## src/rtl/struct_s.sv

```systemverilog
`default_nettype none
// struct_s: shared DDR read-request types and arbiter defaults. Rev 1.0
package struct_s;

  typedef struct packed {
    logic [31:0] addr;
    logic [7:0]  len;
  } ddr_rd_t;

  // Tag records which requester issued an outstanding read: 0 = PDU mover, 1 = CPU/debug.
  typedef logic ddr_rd_tag_t;

  localparam int MAX_OUTSTANDING_DEFAULT = 450;

endpackage
`default_nettype wire

```

## src/rtl/ddr_rd_req_arbiter_if.sv

```systemverilog
`default_nettype none
// ddr_rd_req_arbiter_if: requester, DDR request and DDR response signal bundle. Rev 1.0
interface ddr_rd_req_arbiter_if;
  import struct_s::*;

  ddr_rd_t       req0_data;
  ddr_rd_t       req1_data;
  logic          req0_valid;
  logic          req1_valid;
  logic          req0_ready;
  logic          req1_ready;
  ddr_rd_t       ddr_rd_req_data;
  logic          ddr_rd_req_valid;
  logic          ddr_rd_req_almost_full;
  logic [511:0]  ddr_rd_resp_data;
  logic          ddr_rd_resp_valid;
  logic          ddr_rd_resp_ready;
  logic [511:0]  resp0_data;
  logic [511:0]  resp1_data;
  logic          resp0_valid;
  logic          resp1_valid;
  logic          resp0_ready;
  logic          resp1_ready;

  // Environment side: requesters, DDR controller and response FIFO.
  modport master (
    output req0_data, req1_data, req0_valid, req1_valid,
    input  req0_ready, req1_ready,
    input  ddr_rd_req_data, ddr_rd_req_valid,
    output ddr_rd_req_almost_full,
    output ddr_rd_resp_data, ddr_rd_resp_valid,
    input  ddr_rd_resp_ready,
    input  resp0_data, resp1_data, resp0_valid, resp1_valid,
    output resp0_ready, resp1_ready
  );

  modport slave (
    input  req0_data, req1_data, req0_valid, req1_valid,
    output req0_ready, req1_ready,
    output ddr_rd_req_data, ddr_rd_req_valid,
    input  ddr_rd_req_almost_full,
    input  ddr_rd_resp_data, ddr_rd_resp_valid,
    output ddr_rd_resp_ready,
    output resp0_data, resp1_data, resp0_valid, resp1_valid,
    input  resp0_ready, resp1_ready
  );

endinterface
`default_nettype wire

```

## src/rtl/ddr_rd_tag_fifo.sv

```systemverilog
`default_nettype none
// ddr_rd_tag_fifo: TAG_DEPTH x 1-bit circular buffer of requester tags, push and pop in one cycle. Rev 1.0
module ddr_rd_tag_fifo
  import struct_s::*;
#(
  parameter int TAG_DEPTH = 512
) (
  input  logic        Clk,
  input  logic        Rst_n,
  input  logic        push,
  input  ddr_rd_tag_t push_tag,
  input  logic        pop,
  output ddr_rd_tag_t head_tag,
  output logic        full,
  output logic        empty
);

  localparam int AW = $clog2(TAG_DEPTH);
  localparam logic [AW:0] PTR_ONE = (AW + 1)'(1);

  logic [AW:0]  r_wr_ptr;
  logic [AW:0]  r_rd_ptr;
  ddr_rd_tag_t  r_mem [TAG_DEPTH];
  logic         w_push;
  logic         w_pop;

  assign w_push = push & ~full;
  assign w_pop  = pop & ~empty;

  // Pointers carry one extra wrap bit so equal indices can mean either full or empty.
  assign empty    = (r_wr_ptr == r_rd_ptr);
  assign full     = (r_wr_ptr[AW] != r_rd_ptr[AW]) && (r_wr_ptr[AW-1:0] == r_rd_ptr[AW-1:0]);
  assign head_tag = r_mem[r_rd_ptr[AW-1:0]];

  always_ff @(posedge Clk) begin
    if (!Rst_n) begin
      r_wr_ptr <= '0;
      r_rd_ptr <= '0;
    end else begin
      if (w_push) r_wr_ptr <= r_wr_ptr + PTR_ONE;
      if (w_pop)  r_rd_ptr <= r_rd_ptr + PTR_ONE;
    end
  end

  always_ff @(posedge Clk) begin
    if (w_push) r_mem[r_wr_ptr[AW-1:0]] <= push_tag;
  end

endmodule
`default_nettype wire

```

## src/rtl/ddr_rd_req_arbiter.sv

```systemverilog
`default_nettype none
// ddr_rd_req_arbiter: round-robin, credit-limited DDR read-request arbiter with in-order response steering.
// Optional DDR_RD_ARB_STATS_EN adds stat_grant0/stat_grant1/stat_stall counters. Rev 1.0
module ddr_rd_req_arbiter
  import struct_s::*;
#(
  parameter int MAX_OUTSTANDING = MAX_OUTSTANDING_DEFAULT,
  parameter int TAG_DEPTH       = 512,
  parameter int CNT_W           = 10
) (
  input  logic                 Clk,
  input  logic                 Rst_n,
  ddr_rd_req_arbiter_if.slave  bus,
  output logic [CNT_W-1:0]     credits,
  output logic                 err_orphan_resp
`ifdef DDR_RD_ARB_STATS_EN
  ,
  output logic [31:0]          stat_grant0,
  output logic [31:0]          stat_grant1,
  output logic [31:0]          stat_stall
`endif
);

  localparam logic [CNT_W-1:0] CREDIT_MAX = CNT_W'(MAX_OUTSTANDING);
  localparam logic [CNT_W-1:0] CREDIT_ONE = CNT_W'(1);

  logic             r_last_grant;
  logic             r_req_valid;
  ddr_rd_t          r_req_data;
  logic [CNT_W-1:0] r_credits;
  logic             r_err_orphan;

  logic             w_can_issue;
  logic             w_grant0;
  logic             w_grant1;
  logic             w_grant;
  logic             w_tag_full;
  logic             w_tag_empty;
  ddr_rd_tag_t      w_head;
  logic             w_head_ready;
  logic             w_resp_pop;

  // almost_full is looked at in the grant cycle only, so one more request may follow its assertion.
  assign w_can_issue = ~bus.ddr_rd_req_almost_full & (r_credits != '0) & ~w_tag_full;
  assign w_grant0    = w_can_issue & bus.req0_valid & (~bus.req1_valid | r_last_grant);
  assign w_grant1    = w_can_issue & bus.req1_valid & (~bus.req0_valid | ~r_last_grant);
  assign w_grant     = w_grant0 | w_grant1;

  assign bus.req0_ready       = w_grant0;
  assign bus.req1_ready       = w_grant1;
  assign bus.ddr_rd_req_valid = r_req_valid;
  assign bus.ddr_rd_req_data  = r_req_data;

  // Responses return in issue order, so the oldest tag names the destination.
  assign w_head_ready          = w_head ? bus.resp1_ready : bus.resp0_ready;
  assign bus.resp0_data        = bus.ddr_rd_resp_data;
  assign bus.resp1_data        = bus.ddr_rd_resp_data;
  assign bus.resp0_valid       = bus.ddr_rd_resp_valid & ~w_tag_empty & ~w_head;
  assign bus.resp1_valid       = bus.ddr_rd_resp_valid & ~w_tag_empty & w_head;
  assign bus.ddr_rd_resp_ready = w_tag_empty | w_head_ready;
  assign w_resp_pop            = bus.ddr_rd_resp_valid & ~w_tag_empty & w_head_ready;

  assign credits         = r_credits;
  assign err_orphan_resp = r_err_orphan;

  ddr_rd_tag_fifo #(
    .TAG_DEPTH (TAG_DEPTH)
  ) u_tag_fifo (
    .Clk      (Clk),
    .Rst_n    (Rst_n),
    .push     (w_grant),
    .push_tag (w_grant1),
    .pop      (w_resp_pop),
    .head_tag (w_head),
    .full     (w_tag_full),
    .empty    (w_tag_empty)
  );

  always_ff @(posedge Clk) begin
    if (!Rst_n) begin
      r_req_valid  <= 1'b0;
      r_req_data   <= '0;
      r_last_grant <= 1'b1;
    end else begin
      r_req_valid <= w_grant;
      if (w_grant) begin
        r_req_data   <= w_grant1 ? bus.req1_data : bus.req0_data;
        r_last_grant <= w_grant1;
      end
    end
  end

  always_ff @(posedge Clk) begin
    if (!Rst_n) begin
      r_credits <= CREDIT_MAX;
    end else begin
      case ({w_grant, w_resp_pop})
        2'b10:   r_credits <= r_credits - CREDIT_ONE;
        2'b01:   if (r_credits != CREDIT_MAX) r_credits <= r_credits + CREDIT_ONE;
        default: r_credits <= r_credits;
      endcase
    end
  end

  // A response with nothing outstanding is consumed and flagged; credits stay put.
  always_ff @(posedge Clk) begin
    if (!Rst_n) begin
      r_err_orphan <= 1'b0;
    end else if (bus.ddr_rd_resp_valid && w_tag_empty) begin
      r_err_orphan <= 1'b1;
    end
  end

  a_credit_overflow : assert property (@(posedge Clk) disable iff (!Rst_n)
    !(w_resp_pop && !w_grant && (r_credits == CREDIT_MAX)));

`ifdef DDR_RD_ARB_STATS_EN
  logic [31:0] r_stat_grant0;
  logic [31:0] r_stat_grant1;
  logic [31:0] r_stat_stall;

  always_ff @(posedge Clk) begin
    if (!Rst_n) begin
      r_stat_grant0 <= '0;
      r_stat_grant1 <= '0;
      r_stat_stall  <= '0;
    end else begin
      if (w_grant0) r_stat_grant0 <= r_stat_grant0 + 32'd1;
      if (w_grant1) r_stat_grant1 <= r_stat_grant1 + 32'd1;
      if ((bus.req0_valid | bus.req1_valid) & ~w_grant) r_stat_stall <= r_stat_stall + 32'd1;
    end
  end

  assign stat_grant0 = r_stat_grant0;
  assign stat_grant1 = r_stat_grant1;
  assign stat_stall  = r_stat_stall;
`endif

endmodule
`default_nettype wire

```

## src/flat_wrapper.sv

```systemverilog
// flat-port wrapper written by rule: the top's interface ports become plain ports
module ddr_rd_req_arbiter_flat import struct_s::*;
#(
  parameter int MAX_OUTSTANDING = MAX_OUTSTANDING_DEFAULT,
  parameter int TAG_DEPTH       = 512,
  parameter int CNT_W           = 10
)
  (Clk, Rst_n, credits, err_orphan_resp, bus_req0_data, bus_req1_data, bus_req0_valid, bus_req1_valid, bus_req0_ready, bus_req1_ready, bus_ddr_rd_req_data, bus_ddr_rd_req_valid, bus_ddr_rd_req_almost_full, bus_ddr_rd_resp_data, bus_ddr_rd_resp_valid, bus_ddr_rd_resp_ready, bus_resp0_data, bus_resp1_data, bus_resp0_valid, bus_resp1_valid, bus_resp0_ready, bus_resp1_ready);
  ddr_rd_req_arbiter_if bus_i ();
  input  logic Clk;
  input  logic Rst_n;
  output logic [CNT_W-1:0] credits;
  output logic err_orphan_resp;
  input wire logic [$bits(bus_i.req0_data)-1:0] bus_req0_data;
  input wire logic [$bits(bus_i.req1_data)-1:0] bus_req1_data;
  input wire logic [$bits(bus_i.req0_valid)-1:0] bus_req0_valid;
  input wire logic [$bits(bus_i.req1_valid)-1:0] bus_req1_valid;
  output wire logic [$bits(bus_i.req0_ready)-1:0] bus_req0_ready;
  output wire logic [$bits(bus_i.req1_ready)-1:0] bus_req1_ready;
  output wire logic [$bits(bus_i.ddr_rd_req_data)-1:0] bus_ddr_rd_req_data;
  output wire logic [$bits(bus_i.ddr_rd_req_valid)-1:0] bus_ddr_rd_req_valid;
  input wire logic [$bits(bus_i.ddr_rd_req_almost_full)-1:0] bus_ddr_rd_req_almost_full;
  input wire logic [$bits(bus_i.ddr_rd_resp_data)-1:0] bus_ddr_rd_resp_data;
  input wire logic [$bits(bus_i.ddr_rd_resp_valid)-1:0] bus_ddr_rd_resp_valid;
  output wire logic [$bits(bus_i.ddr_rd_resp_ready)-1:0] bus_ddr_rd_resp_ready;
  output wire logic [$bits(bus_i.resp0_data)-1:0] bus_resp0_data;
  output wire logic [$bits(bus_i.resp1_data)-1:0] bus_resp1_data;
  output wire logic [$bits(bus_i.resp0_valid)-1:0] bus_resp0_valid;
  output wire logic [$bits(bus_i.resp1_valid)-1:0] bus_resp1_valid;
  input wire logic [$bits(bus_i.resp0_ready)-1:0] bus_resp0_ready;
  input wire logic [$bits(bus_i.resp1_ready)-1:0] bus_resp1_ready;
  assign bus_i.req0_data = bus_req0_data;
  assign bus_i.req1_data = bus_req1_data;
  assign bus_i.req0_valid = bus_req0_valid;
  assign bus_i.req1_valid = bus_req1_valid;
  assign bus_req0_ready = bus_i.req0_ready;
  assign bus_req1_ready = bus_i.req1_ready;
  assign bus_ddr_rd_req_data = bus_i.ddr_rd_req_data;
  assign bus_ddr_rd_req_valid = bus_i.ddr_rd_req_valid;
  assign bus_i.ddr_rd_req_almost_full = bus_ddr_rd_req_almost_full;
  assign bus_i.ddr_rd_resp_data = bus_ddr_rd_resp_data;
  assign bus_i.ddr_rd_resp_valid = bus_ddr_rd_resp_valid;
  assign bus_ddr_rd_resp_ready = bus_i.ddr_rd_resp_ready;
  assign bus_resp0_data = bus_i.resp0_data;
  assign bus_resp1_data = bus_i.resp1_data;
  assign bus_resp0_valid = bus_i.resp0_valid;
  assign bus_resp1_valid = bus_i.resp1_valid;
  assign bus_i.resp0_ready = bus_resp0_ready;
  assign bus_i.resp1_ready = bus_resp1_ready;
  ddr_rd_req_arbiter #(.MAX_OUTSTANDING(MAX_OUTSTANDING), .TAG_DEPTH(TAG_DEPTH), .CNT_W(CNT_W)) u_core (.Clk(Clk), .Rst_n(Rst_n), .bus(bus_i), .credits(credits), .err_orphan_resp(err_orphan_resp));
endmodule
```

## config.mk

```make
export PLATFORM = sky130hd
export DESIGN_NAME = ddr_rd_req_arbiter_flat
export DESIGN_NICKNAME = d
export VERILOG_FILES = /design/src/rtl/struct_s.sv /design/src/rtl/ddr_rd_req_arbiter_if.sv /design/src/rtl/ddr_rd_tag_fifo.sv /design/src/rtl/ddr_rd_req_arbiter.sv /design/src/flat_wrapper.sv
export SDC_FILE = /design/constraint.sdc
export NUM_CORES = 1
export LEC_CHECK = 0
export BUFFER_PORTS_ARGS = -buffer_cell sky130_fd_sc_hd__buf_2
export CAP_MARGIN = 10
export CORE_AREA = 2 2 652 654
export DETAILED_ROUTE_END_ITERATION = 16
export DIE_AREA = 0 0 654 656
export HOLD_SLACK_MARGIN = 0.12
export SLEW_MARGIN = 5
export SYNTH_ARGS = -nofsm -noshare
export SYNTH_HDL_FRONTEND = slang
export SYNTH_HIERARCHICAL = 1
export SYNTH_SLANG_ARGS = --single-unit
```

## constraint.sdc

```tcl
create_clock -name Clk -period 12.32 [get_ports Clk]
set_clock_uncertainty 0.2 [all_clocks]
set_input_delay 3.08 -clock Clk [delete_from_list [all_inputs] [get_ports Clk]]
set_output_delay 3.08 -clock Clk [all_outputs]
set_load 0.1 [all_outputs]
```

==> results.txt <==
Crit Path Class: reg -> out
DIE AREA: 429000 µm²
post-synth top area cell: edfxtp_1
crit-path max cell delay: 0.78 ns
Die X-Extent: 654 µm
gr usage total: 0.0939
Period minus WS final: 8.78 ns
Port Buf Inserts: 144
largest family of logic cells by synthesized area: buffers and inverters
met3 wire len: 68400 µm
Adder-Cell Fraction of Synth Area: 0.00536
Worst Path Max Fanout: 40
Req. time, crit path: 9.04 ns
max-cap violations: 0
Fill cells: 48900
worst skew pair latency: 0.64 ns
CP Capture Type: primary output
status: completed
mapped cell area: 34100 µm²
final hold vios: 0
crit-path leading delay family: buffers and inverters
fraction of synthesized area in multiplexers: 0.0968
share of the yosys chip area belonging to registers: 0.499
CTS max path bufs: 3
xor-xnor portion of the synthesized cell area: 0.00874
ys flop type: edfxtp_1
root buffer cell: clkbuf_16
Setup violations, final: 0
# DRC: 0
max frequency: 0.114 GHz
largest net degree at the start of global routing: 120
Max Used Layer: met5
Critical Path Source Type: flop
core area: 422000 µm²
final slew viol count: 0
wire length on met1: 52300 µm
first-pass GRT wire length: 254000 µm
Design Power: 0.00443 W
Die H: 656 µm
commonest non-fill, non-tap cell in the layout: nor2_1
Avg Vias per Cell: 2.51
initial antenna violation count: 2
Hold Startpoint: u_core/credits[9]$_SDFFE_PN0P_
min-delay worst type: reg -> reg
Avg Inst Size Synth: 11.2 µm²
hpwl dp: 176000 µm
Reg2Reg Capture Point: u_core/credits[8]$_SDFFE_PN1P_
synth top area cells: edfxtp_1, buf_4, nor2_1
Reg2Reg Setup Slack: 5.26 ns
Worst Tran Pin Value: 1.17 ns
met2 WL: 85500 µm
starting density of the core: 0.0807
setup TNS: 0 ns
Post CTS Setup Buffer Count: 0
detailed-route wire length: 213000 µm
total global routing overflow: 0
worst hold stages: 2
RSZ-0062 raised after global routing: no
power per cell area: 125 nW/µm²
final core utilization: 0.0841
final worst-path cycle share: 0.713
CTS Buf Count: 54
placed cell areas: 33600 µm²
Layout Nets: 2715
Yosys top cell area share: 0.451
H-tree depth: 2
Async SR Flop Fraction: 0
# IOs: 1681
Max-slew headroom: 0.215
share of cells above drive strength 1: 0.170
maximum vdd drop: 155 µV
Detail Route Antenna Nets: 0
Synth Area in Compound Gates: 0.0486
syn nets: 3670
gpl congestion: 0.812
Critical-path top delay cell: dfxtp_4
fin area: 35500 µm²
Avg WL per Cell: 27.2 µm
leakage power figure: 9.52 nW
critical path arrival: 5.50 ns
Layout area overhead: 4.23%
CP cell instances: buf_4 > nand2b_2 > buf_4 > o221ai_1 > a21oi_1 > nor4_1 > nor4_1 > a211o_1 > nand4_1 > mux2i_1 > nand2b_1 > buf_2
initial drt markers: 2148
synth unique cells: 70
YS warnings: 6
number of global-route vias before repair: 18200
CTS tree: done
Worst-path clk slew: 0.07 ns
EDFF count, synth: 512
Post-Synthesis Cells: 3056
R2R depth: 19
most frequent cells in the layout: nor2_1, edfxtp_1, mux2i_1
worst hold endpoint: u_core/credits[9]$_SDFFE_PN0P_
site row count: 239
Hold-fix buffers, CTS: 0
Hold Slack: 0.314 ns
simple-gate portion of the synthesized area: 0.0875
Worst Path Buf+Inv: 3
CTS resizes: 0
Synth Register Bits: 594
clock net sink count: 594
First-pass DRT Iterations: 5
Via Count: 19600
## registers in the layout, summed over array words and instances (netlist names), named ones only
register and flops:
u_core/u_tag_fifo/r_wr_ptr 10, u_core/u_tag_fifo/r_mem 512, u_core/bus.ddr_rd_req_data 40, u_core/bus.ddr_rd_req_valid 1
u_core/r_last_grant 1, u_core/u_tag_fifo/r_rd_ptr 10, u_core/err_orphan_resp 1, u_core/credits 10
## synthesized netlist by cell type, drive strengths merged, types with 3 or more instances
cell type,instances
dfxtp,82
and3,4
o21a,3
mux4,72
nand2b,7
mux2i,164
o211ai,7
nor2,549
nand2,73
inv,12
and2,25
clkinv,3
o21ai,53
xor2,22
a21oi,81
a21o,4
nor3b,4
nor2b,13
nand4,8
nand3,12
ha,13
o2111ai,4
buf,1110
xnor2,12
a21boi,3
o22ai,26
o221ai,58
nor4,8
nor3,5
edfxtp,512
clkbuf,79
## layout make-up
| type | instances | area (µm²) | area share |
|---|---|---|---|
| Sequential cell | 594 | 17000 | 0.479 |
| Multi-Input combinational cell | 1258 | 8460 | 0.238 |
| Timing Repair Buffer | 178 | 992 | 0.0279 |
| Antenna cell | 1 | 2.50 | 0.0000704 |
| Inverter | 15 | 60.1 | 0.00169 |
| Clock buffer | 58 | 1380 | 0.0387 |
| Clock inverter | 44 | 522 | 0.0147 |
| Tap cell | 5663 | 7090 | 0.199 |
## tightest hold or removal path: stages, from the launching register on
cell	delay, ns
dfxtp_1	0.34
nand2_1	0.06
mux2i_1	0.06
## cells by family (layout without fill, tap and decap cells)
| group | count (synthesis) | after routing |
|---|---|---|
| muxes | 237 | 237 |
| xor gates and xnor gates | 34 | 34 |
| adders and majority gates | 14 | 14 |
| and+or+nand+nor | 719 | 719 |
| buffers and inverters | 1204 | 295 |
| DFF | 594 | 594 |
| AOI/OAI and AO/OA | 254 | 254 |
| other | 0 | 1 |
## metal layers
| layer | GRT usage | vias to the layer above |
|---|---|---|
| met5 | 0.0304 | - |
| met4 | 0.0196 | 32 |
| met3 | 0.139 | 254 |
| met2 | 0.131 | 2307 |
| met1 | 0.0691 | 9430 |
| li1 | - | 7582 |
## how the worst max path moves through the flow
stage / start / to / slack (ns) / cells past startpoint
2_1_floorplan: bus_ddr_rd_req_almost_full / bus_req1_ready / 2.19 / 3
3_3_place_gp: bus_req0_valid / bus_req1_ready / 3.89 / 6
3_5_place_dp: bus_req0_valid / bus_req1_ready / 3.87 / 6
4_1_cts: flop / bus_ddr_rd_resp_ready / 3.51 / 12
5_1_grt: flop / bus_ddr_rd_resp_ready / 3.35 / 12
6_report: flop / bus_ddr_rd_resp_ready / 3.54 / 12
## where the power goes
part           leakage [nW]  switching (W)  internal, W  total [W]
clock network         0.900       0.000794      0.00101    0.00180
registers              5.73      0.0000212      0.00220    0.00222
logic                  2.89       0.000298     0.000105   0.000403
## through the flow
stage / setup WS [ns] / instances
after CTS: 3.51 / 7810
final: 3.54 / 7811
after global placement: 3.89 / 7707
after global routing: 3.35 / 7811
after floorplan: 2.19 / 3056
after detailed placement: 3.87 / 7708
Power figures use the tool's default switching activity.
